**src/rtl/alu_op_sequencer.sv**
```systemverilog
// alu_op_sequencer: command-side controller for the combinational ALU.
// Accepts micro-ops over valid/ready, reads a small register file, drives
// the ALU for one cycle, captures its result and flags, then writes back.
// Optional build macro: ALU_SEQ_PERF_EN adds the op_count output, a
// saturating count of commands completed without error.
module alu_op_sequencer #(
   parameter int unsigned BUS_WIDTH = 16,
   parameter int unsigned ADDR_W    = 2
) (
   input  logic                 clk,
   input  logic                 rst_n,
   input  logic                 cmd_valid,
   output logic                 cmd_ready,
   input  logic [3:0]           cmd_opcode,
   input  logic [ADDR_W-1:0]    cmd_dst,
   input  logic [ADDR_W-1:0]    cmd_src_a,
   input  logic [ADDR_W-1:0]    cmd_src_b,
   input  logic [BUS_WIDTH-1:0] cmd_imm,
   output logic [BUS_WIDTH-1:0] alu_a,
   output logic [BUS_WIDTH-1:0] alu_b,
   output logic                 alu_carry_in,
   output logic [3:0]           alu_opcode,
   input  logic [BUS_WIDTH-1:0] alu_y,
   input  logic                 alu_carry_out,
   input  logic                 alu_borrow,
   input  logic                 alu_zero,
   input  logic                 alu_parity,
   input  logic                 alu_invalid_op,
   output logic                 done,
   output logic                 err,
   output logic                 err_sticky,
   output logic                 flag_c,
   output logic                 flag_z,
   output logic                 flag_p,
`ifdef ALU_SEQ_PERF_EN
   output logic [15:0]          op_count,
`endif
   input  logic [ADDR_W-1:0]    rd_sel,
   output logic [BUS_WIDTH-1:0] rd_data
);

   localparam int unsigned NUM_REGS = 32'(1) << ADDR_W;

   localparam logic [3:0] OP_LOAD = 4'd0;
   localparam logic [3:0] OP_ADC  = 4'd2;
   localparam logic [3:0] OP_SUB  = 4'd3;
   localparam logic [3:0] OP_INC  = 4'd4;
   localparam logic [3:0] OP_DEC  = 4'd5;
   localparam logic [3:0] OP_MAX  = 4'd9;

   typedef enum logic [1:0] {
      S_IDLE = 2'd0,
      S_EXEC = 2'd1,
      S_WB   = 2'd2
   } state_e;

   state_e state_q, state_d;

   logic [3:0]           op_q,      op_d;
   logic [ADDR_W-1:0]    dst_q,     dst_d;
   logic [BUS_WIDTH-1:0] imm_q,     imm_d;
   logic [BUS_WIDTH-1:0] alu_a_q,   alu_a_d;
   logic [BUS_WIDTH-1:0] alu_b_q,   alu_b_d;
   logic                 alu_cin_q, alu_cin_d;
   logic [3:0]           alu_op_q,  alu_op_d;
   logic [BUS_WIDTH-1:0] res_y_q,   res_y_d;
   logic                 res_co_q,  res_co_d;
   logic                 res_bo_q,  res_bo_d;
   logic                 res_z_q,   res_z_d;
   logic                 res_p_q,   res_p_d;
   logic                 res_inv_q, res_inv_d;
   logic [BUS_WIDTH-1:0] rf_q [NUM_REGS];
   logic [BUS_WIDTH-1:0] rf_d [NUM_REGS];
   logic                 flag_c_q,  flag_c_d;
   logic                 flag_z_q,  flag_z_d;
   logic                 flag_p_q,  flag_p_d;
   logic                 done_q,    done_d;
   logic                 err_q,     err_d;
   logic                 sticky_q,  sticky_d;
`ifdef ALU_SEQ_PERF_EN
   logic [15:0]          op_count_q, op_count_d;
`endif

   logic accept;

   assign cmd_ready = (state_q == S_IDLE) && rst_n;
   assign accept    = cmd_valid && cmd_ready;

   // State register
   always_ff @(posedge clk or negedge rst_n) begin
      if (!rst_n) state_q <= S_IDLE;
      else        state_q <= state_d;
   end

   // Next-state logic: IDLE -> EXEC -> WB -> IDLE, one cycle each after accept
   always_comb begin
      state_d = state_q;
      case (state_q)
         S_IDLE:  if (accept) state_d = S_EXEC;
         S_EXEC:  state_d = S_WB;
         S_WB:    state_d = S_IDLE;
         default: state_d = S_IDLE;
      endcase
   end

   // Datapath/output next values: operand fetch, ALU capture, write-back
   always_comb begin
      op_d      = op_q;
      dst_d     = dst_q;
      imm_d     = imm_q;
      alu_a_d   = alu_a_q;
      alu_b_d   = alu_b_q;
      alu_cin_d = alu_cin_q;
      alu_op_d  = alu_op_q;
      res_y_d   = res_y_q;
      res_co_d  = res_co_q;
      res_bo_d  = res_bo_q;
      res_z_d   = res_z_q;
      res_p_d   = res_p_q;
      res_inv_d = res_inv_q;
      rf_d      = rf_q;
      flag_c_d  = flag_c_q;
      flag_z_d  = flag_z_q;
      flag_p_d  = flag_p_q;
      done_d    = 1'b0;
      err_d     = 1'b0;
      sticky_d  = sticky_q;
`ifdef ALU_SEQ_PERF_EN
      op_count_d = op_count_q;
`endif
      case (state_q)
         S_IDLE: begin
            if (accept) begin
               op_d      = cmd_opcode;
               dst_d     = cmd_dst;
               imm_d     = cmd_imm;
               // Sources are read here, so dst == src sees the old value
               alu_a_d   = rf_q[cmd_src_a];
               alu_b_d   = rf_q[cmd_src_b];
               alu_cin_d = flag_c_q;
               alu_op_d  = cmd_opcode;
            end
         end
         S_EXEC: begin
            res_y_d   = alu_y;
            res_co_d  = alu_carry_out;
            res_bo_d  = alu_borrow;
            res_z_d   = alu_zero;
            res_p_d   = alu_parity;
            res_inv_d = alu_invalid_op;
            // ALU bus is driven only while executing
            alu_a_d   = '0;
            alu_b_d   = '0;
            alu_cin_d = 1'b0;
            alu_op_d  = 4'd0;
         end
         S_WB: begin
            done_d = 1'b1;
            if (op_q == OP_LOAD) begin
               rf_d[dst_q] = imm_q;
            end else if ((op_q > OP_MAX) || res_inv_q) begin
               err_d    = 1'b1;
               sticky_d = 1'b1;
            end else begin
               rf_d[dst_q] = res_y_q;
               flag_z_d    = res_z_q;
               flag_p_d    = res_p_q;
               if ((op_q == OP_ADC) || (op_q == OP_INC) || (op_q == OP_DEC))
                  flag_c_d = res_co_q;
               else if (op_q == OP_SUB)
                  flag_c_d = res_bo_q;
            end
`ifdef ALU_SEQ_PERF_EN
            if (!err_d && (op_count_q != 16'hFFFF))
               op_count_d = op_count_q + 16'd1;
`endif
         end
         default: ;
      endcase
   end

   // Datapath registers; reset drops any in-flight command
   always_ff @(posedge clk or negedge rst_n) begin
      if (!rst_n) begin
         op_q      <= 4'd0;
         dst_q     <= '0;
         imm_q     <= '0;
         alu_a_q   <= '0;
         alu_b_q   <= '0;
         alu_cin_q <= 1'b0;
         alu_op_q  <= 4'd0;
         res_y_q   <= '0;
         res_co_q  <= 1'b0;
         res_bo_q  <= 1'b0;
         res_z_q   <= 1'b0;
         res_p_q   <= 1'b0;
         res_inv_q <= 1'b0;
         for (int i = 0; i < int'(NUM_REGS); i++) rf_q[i] <= '0;
         flag_c_q  <= 1'b0;
         flag_z_q  <= 1'b0;
         flag_p_q  <= 1'b0;
         done_q    <= 1'b0;
         err_q     <= 1'b0;
         sticky_q  <= 1'b0;
`ifdef ALU_SEQ_PERF_EN
         op_count_q <= 16'd0;
`endif
      end else begin
         op_q      <= op_d;
         dst_q     <= dst_d;
         imm_q     <= imm_d;
         alu_a_q   <= alu_a_d;
         alu_b_q   <= alu_b_d;
         alu_cin_q <= alu_cin_d;
         alu_op_q  <= alu_op_d;
         res_y_q   <= res_y_d;
         res_co_q  <= res_co_d;
         res_bo_q  <= res_bo_d;
         res_z_q   <= res_z_d;
         res_p_q   <= res_p_d;
         res_inv_q <= res_inv_d;
         rf_q      <= rf_d;
         flag_c_q  <= flag_c_d;
         flag_z_q  <= flag_z_d;
         flag_p_q  <= flag_p_d;
         done_q    <= done_d;
         err_q     <= err_d;
         sticky_q  <= sticky_d;
`ifdef ALU_SEQ_PERF_EN
         op_count_q <= op_count_d;
`endif
      end
   end

   assign alu_a        = alu_a_q;
   assign alu_b        = alu_b_q;
   assign alu_carry_in = alu_cin_q;
   assign alu_opcode   = alu_op_q;
   assign done         = done_q;
   assign err          = err_q;
   assign err_sticky   = sticky_q;
   assign flag_c       = flag_c_q;
   assign flag_z       = flag_z_q;
   assign flag_p       = flag_p_q;
   assign rd_data      = rf_q[rd_sel];
`ifdef ALU_SEQ_PERF_EN
   assign op_count     = op_count_q;
`endif

endmodule

```
**config.mk**
```make
export PLATFORM = sky130hd
export DESIGN_NAME = alu_op_sequencer
export DESIGN_NICKNAME = d
export VERILOG_FILES = /design/src/rtl/alu_op_sequencer.sv
export SDC_FILE = /design/constraint.sdc
export NUM_CORES = 1
export LEC_CHECK = 0
export CORE_ASPECT_RATIO = 1.1
export CORE_MARGIN = 1
export CORE_UTILIZATION = 51
export DETAILED_ROUTE_END_ITERATION = 12
export PLACE_DENSITY = 0.82
export RECOVER_POWER = 100
export SYNTH_ARGS = -nofsm -noshare
export SYNTH_HDL_FRONTEND = slang
export SYNTH_SLANG_ARGS = --single-unit
```
**constraint.sdc**
```tcl
create_clock -name clk -period 2.22 [get_ports clk]
set_clock_uncertainty 0.15 [all_clocks]
set_input_delay 0.444 -clock clk [delete_from_list [all_inputs] [get_ports clk]]
set_output_delay 0.444 -clock clk [all_outputs]
set_load 0.01 [all_outputs]
```
==> results.cfg <==
[status]
status = finished clean

[die]
io_pins = 112
rows = 44
start_util = 0.530
die_width_um = 114
fp.dieH_um = 125
core_um2 = 13300
die_area_um2 = 14300

[grt]
grt_pass1_wl_um = 28600
grt_pass1_vias = 5583
grt_max_degree = 153
overflow = 0
grt_use_total = 0.263
antenna_found_initial = 0

[final_layout]
layout.cells.non_filler = 938
utilization = 0.695
final_nets = 794
final_common_cell = nand2_1
insertedDiodeCount = 0
area_delta_synth_final_pct = 31.2
nFillCells = 959
layout_common_cells = nand2_1, dfrtp_1, o21ai_0
final_layout_size_suffix_gt1_frac = 0.211

[run]
maxCapViolCount = 0

[clock_network]
hold_buffers = 0
cts_tree = yes
cts.reportedPaths.clkPinSlew_ns = 0.06
root_buffer = clkbuf_16
insertion_delay_ns = 0.42
cts.sinks = 152
clock_path_buffers = 2
cts_max_level = 4
cts_buffers = 17

[worst_setup_path]
cp_max_fo = 4
crit_type = flop to output pin
crit_arrival_ns = 1.61
crit_required_ns = 1.63
worst_setup_path_start_kind = flop
cp-end-kind = output pin

[route]
drt_iter0_drc = 384
vias = 5320
routed_wl_um = 17300
ant_nets = 0
dr.pass1.iters = 5
wire_per_inst_um = 18.4
vias_per_cell = 5.67
drcViolationCount = 0

[timing]
post-route-period-util = 0.991
rsz0062_at_grt = no
finalSetupTns_ns = 0
tightest_slew_ns = 1.31
maxSlewViolCount = 0
fin_crit_ns = 2.20
maxSlewHeadroom = 0.125
finalSetupViolations = 0
hold_viol_final = 0
fmax_mhz = 455

[logic_synthesis]
ys_seq_area_frac = 0.539
synthesis.instances = 609
yosys_warnings = 0
postSynthAreaPerCell_um2 = 11.6
synth-seq-cells = 152
synth_cell_types = 32
syn_area_um2 = 7060
syn_nets = 661

[placed_design]
io_buffers = 111
dp.cells = 888
gp_congestion = 0.906
post-dp-hpwl_um = 11200

[worst_hold_path]
min-delay-path-class = flop to flop

[power]
ir_drop_mv = 0.560
p_per_area_nw_per_um2 = 1150
p_leak_nw = 4.14
[worst max-delay path: stages (launching register included)]
cell	delay [ns]
dfrtp_1	0.42
mux4_2	0.48
dlygate4sd2_1	0.30
[registers in the layout (all words and copies together) (netlist names)]
| name | cells |
|---|---|
| alu_a | 16 |
| alu_b | 16 |
| alu_carry_in | 1 |
| alu_opcode | 4 |
| done | 1 |
| dst_q | 2 |
| err | 1 |
| err_sticky | 1 |
| flag_c | 1 |
| flag_p | 1 |
| flag_z | 1 |
| imm_q | 16 |
| op_q | 4 |
| res_bo_q | 1 |
| res_co_q | 1 |
| res_inv_q | 1 |
| res_p_q | 1 |
| res_y_q | 16 |
| res_z_q | 1 |
| rf_q | 64 |
| state_q | 2 |
[through the flow]
| stage | worst slack, ns | hold slack, ns | area [um^2] | total power [mW] |
|---|---|---|---|---|
| 2_1_floorplan | 0.0938 | -0.00159 | 7060 | 6.02 |
| 3_3_place_gp | -0.537 | 0.302 | 8570 | 7.33 |
| 3_5_place_dp | -0.593 | 0.307 | 8570 | 7.55 |
| 4_1_cts | 0.00116 | 0.0663 | 9290 | 10.7 |
| 5_1_grt | 0.000294 | 0.355 | 9260 | 11.2 |
| 6_report | 0.0200 | 0.313 | 9260 | 10.6 |
[metal layers]
layer  routed length (um)  track usage  vias to the layer above
met2                 8790        0.439                      246
met5                    0            0                        -
met3                 1040       0.0514                       52
met1                 6840        0.332                     2623
li1                     -            -                     2399
met4                  612        0.116                        0
[path summary, 6_finish.rpt]
path,from,to,slack (ns),depth (start not counted)
worst min register to register,err_sticky$_DFFE_PN0P_,err_sticky$_DFFE_PN0P_,0.31,1
max in group asynchronous,rst_n,rf_q[47]$_DFFE_PN0P_,0.65,2
worst max register to register,op_q[1]$_DFFE_PN0P_,flag_p$_DFFE_PN0P_,0.09,3
worst max-delay path,rf_q[27]$_DFFE_PN0P_,rd_data[11],0.02,2
min in group asynchronous,rst_n,res_y_q[11]$_DFFE_PN0P_,0.37,2
worst min-delay path,err_sticky$_DFFE_PN0P_,err_sticky$_DFFE_PN0P_,0.31,1
[area by class of cell]
type / count / area (um^2) / area share
Tap cell: 184 / 230 / 0.0249
Inverter: 2 / 7.51 / 0.000811
Multi-Input combinational cell: 410 / 3020 / 0.326
Clock inverter: 12 / 200 / 0.0216
Timing Repair Buffer: 159 / 1570 / 0.170
Clock buffer: 19 / 433 / 0.0467
Sequential cell: 152 / 3800 / 0.411
[cells in the mapped netlist]
master     instances  area share
a2111oi_4          1      0.0039
a21oi_1            2      0.0014
a22o_1             4      0.0050
a41oi_1            1      0.0012
and2_1             2      0.0018
buf_1              6      0.0032
buf_12             1      0.0028
buf_2             20       0.014
buf_6              1      0.0016
clkbuf_1          14      0.0074
clkbuf_2           3      0.0021
dfrtp_1          152        0.54
inv_1              2      0.0011
mux2_2            25       0.040
mux2i_1           17       0.024
mux4_2            48        0.15
nand2_1          191        0.10
nand2b_1           2      0.0018
nand3_1            1     0.00071
nand3b_1           1      0.0011
nor2_1             6      0.0032
nor2b_1            2      0.0018
nor3_1             1     0.00071
nor3_2             1      0.0014
nor3b_1            1      0.0011
nor4_4             1      0.0030
o21ai_0           44       0.031
o21ai_1           52       0.037
o311ai_2           3      0.0069
o311ai_4           1      0.0037
or2_2              2      0.0018
xnor2_1            1      0.0012
[power by group]
part / switching (mW) / internal (mW) / leakage, nW / total, mW
Sequential: 0.768 / 3.65 / 1.96 / 4.42
Combinational: 1.36 / 1.77 / 1.87 / 3.13
Clock: 1.10 / 1.99 / 0.311 / 3.09
[logic make-up after synthesis]
kind of cell,Yosys count,synth area share
buffers and inverters,47,0.0324
muxes,90,0.217
AOI/OAI and AO/OA,108,0.0902
DFF,152,0.539
and+or+nand+nor,211,0.120
xor gates and xnor gates,1,0.00124
[what timing repair did]
item,in CTS,in global routing
buffers inserted,7,10
resized for setup,28,11
cloned,2,0
setup endpoints to repair,17,10
(Power assumes the default switching activity.)
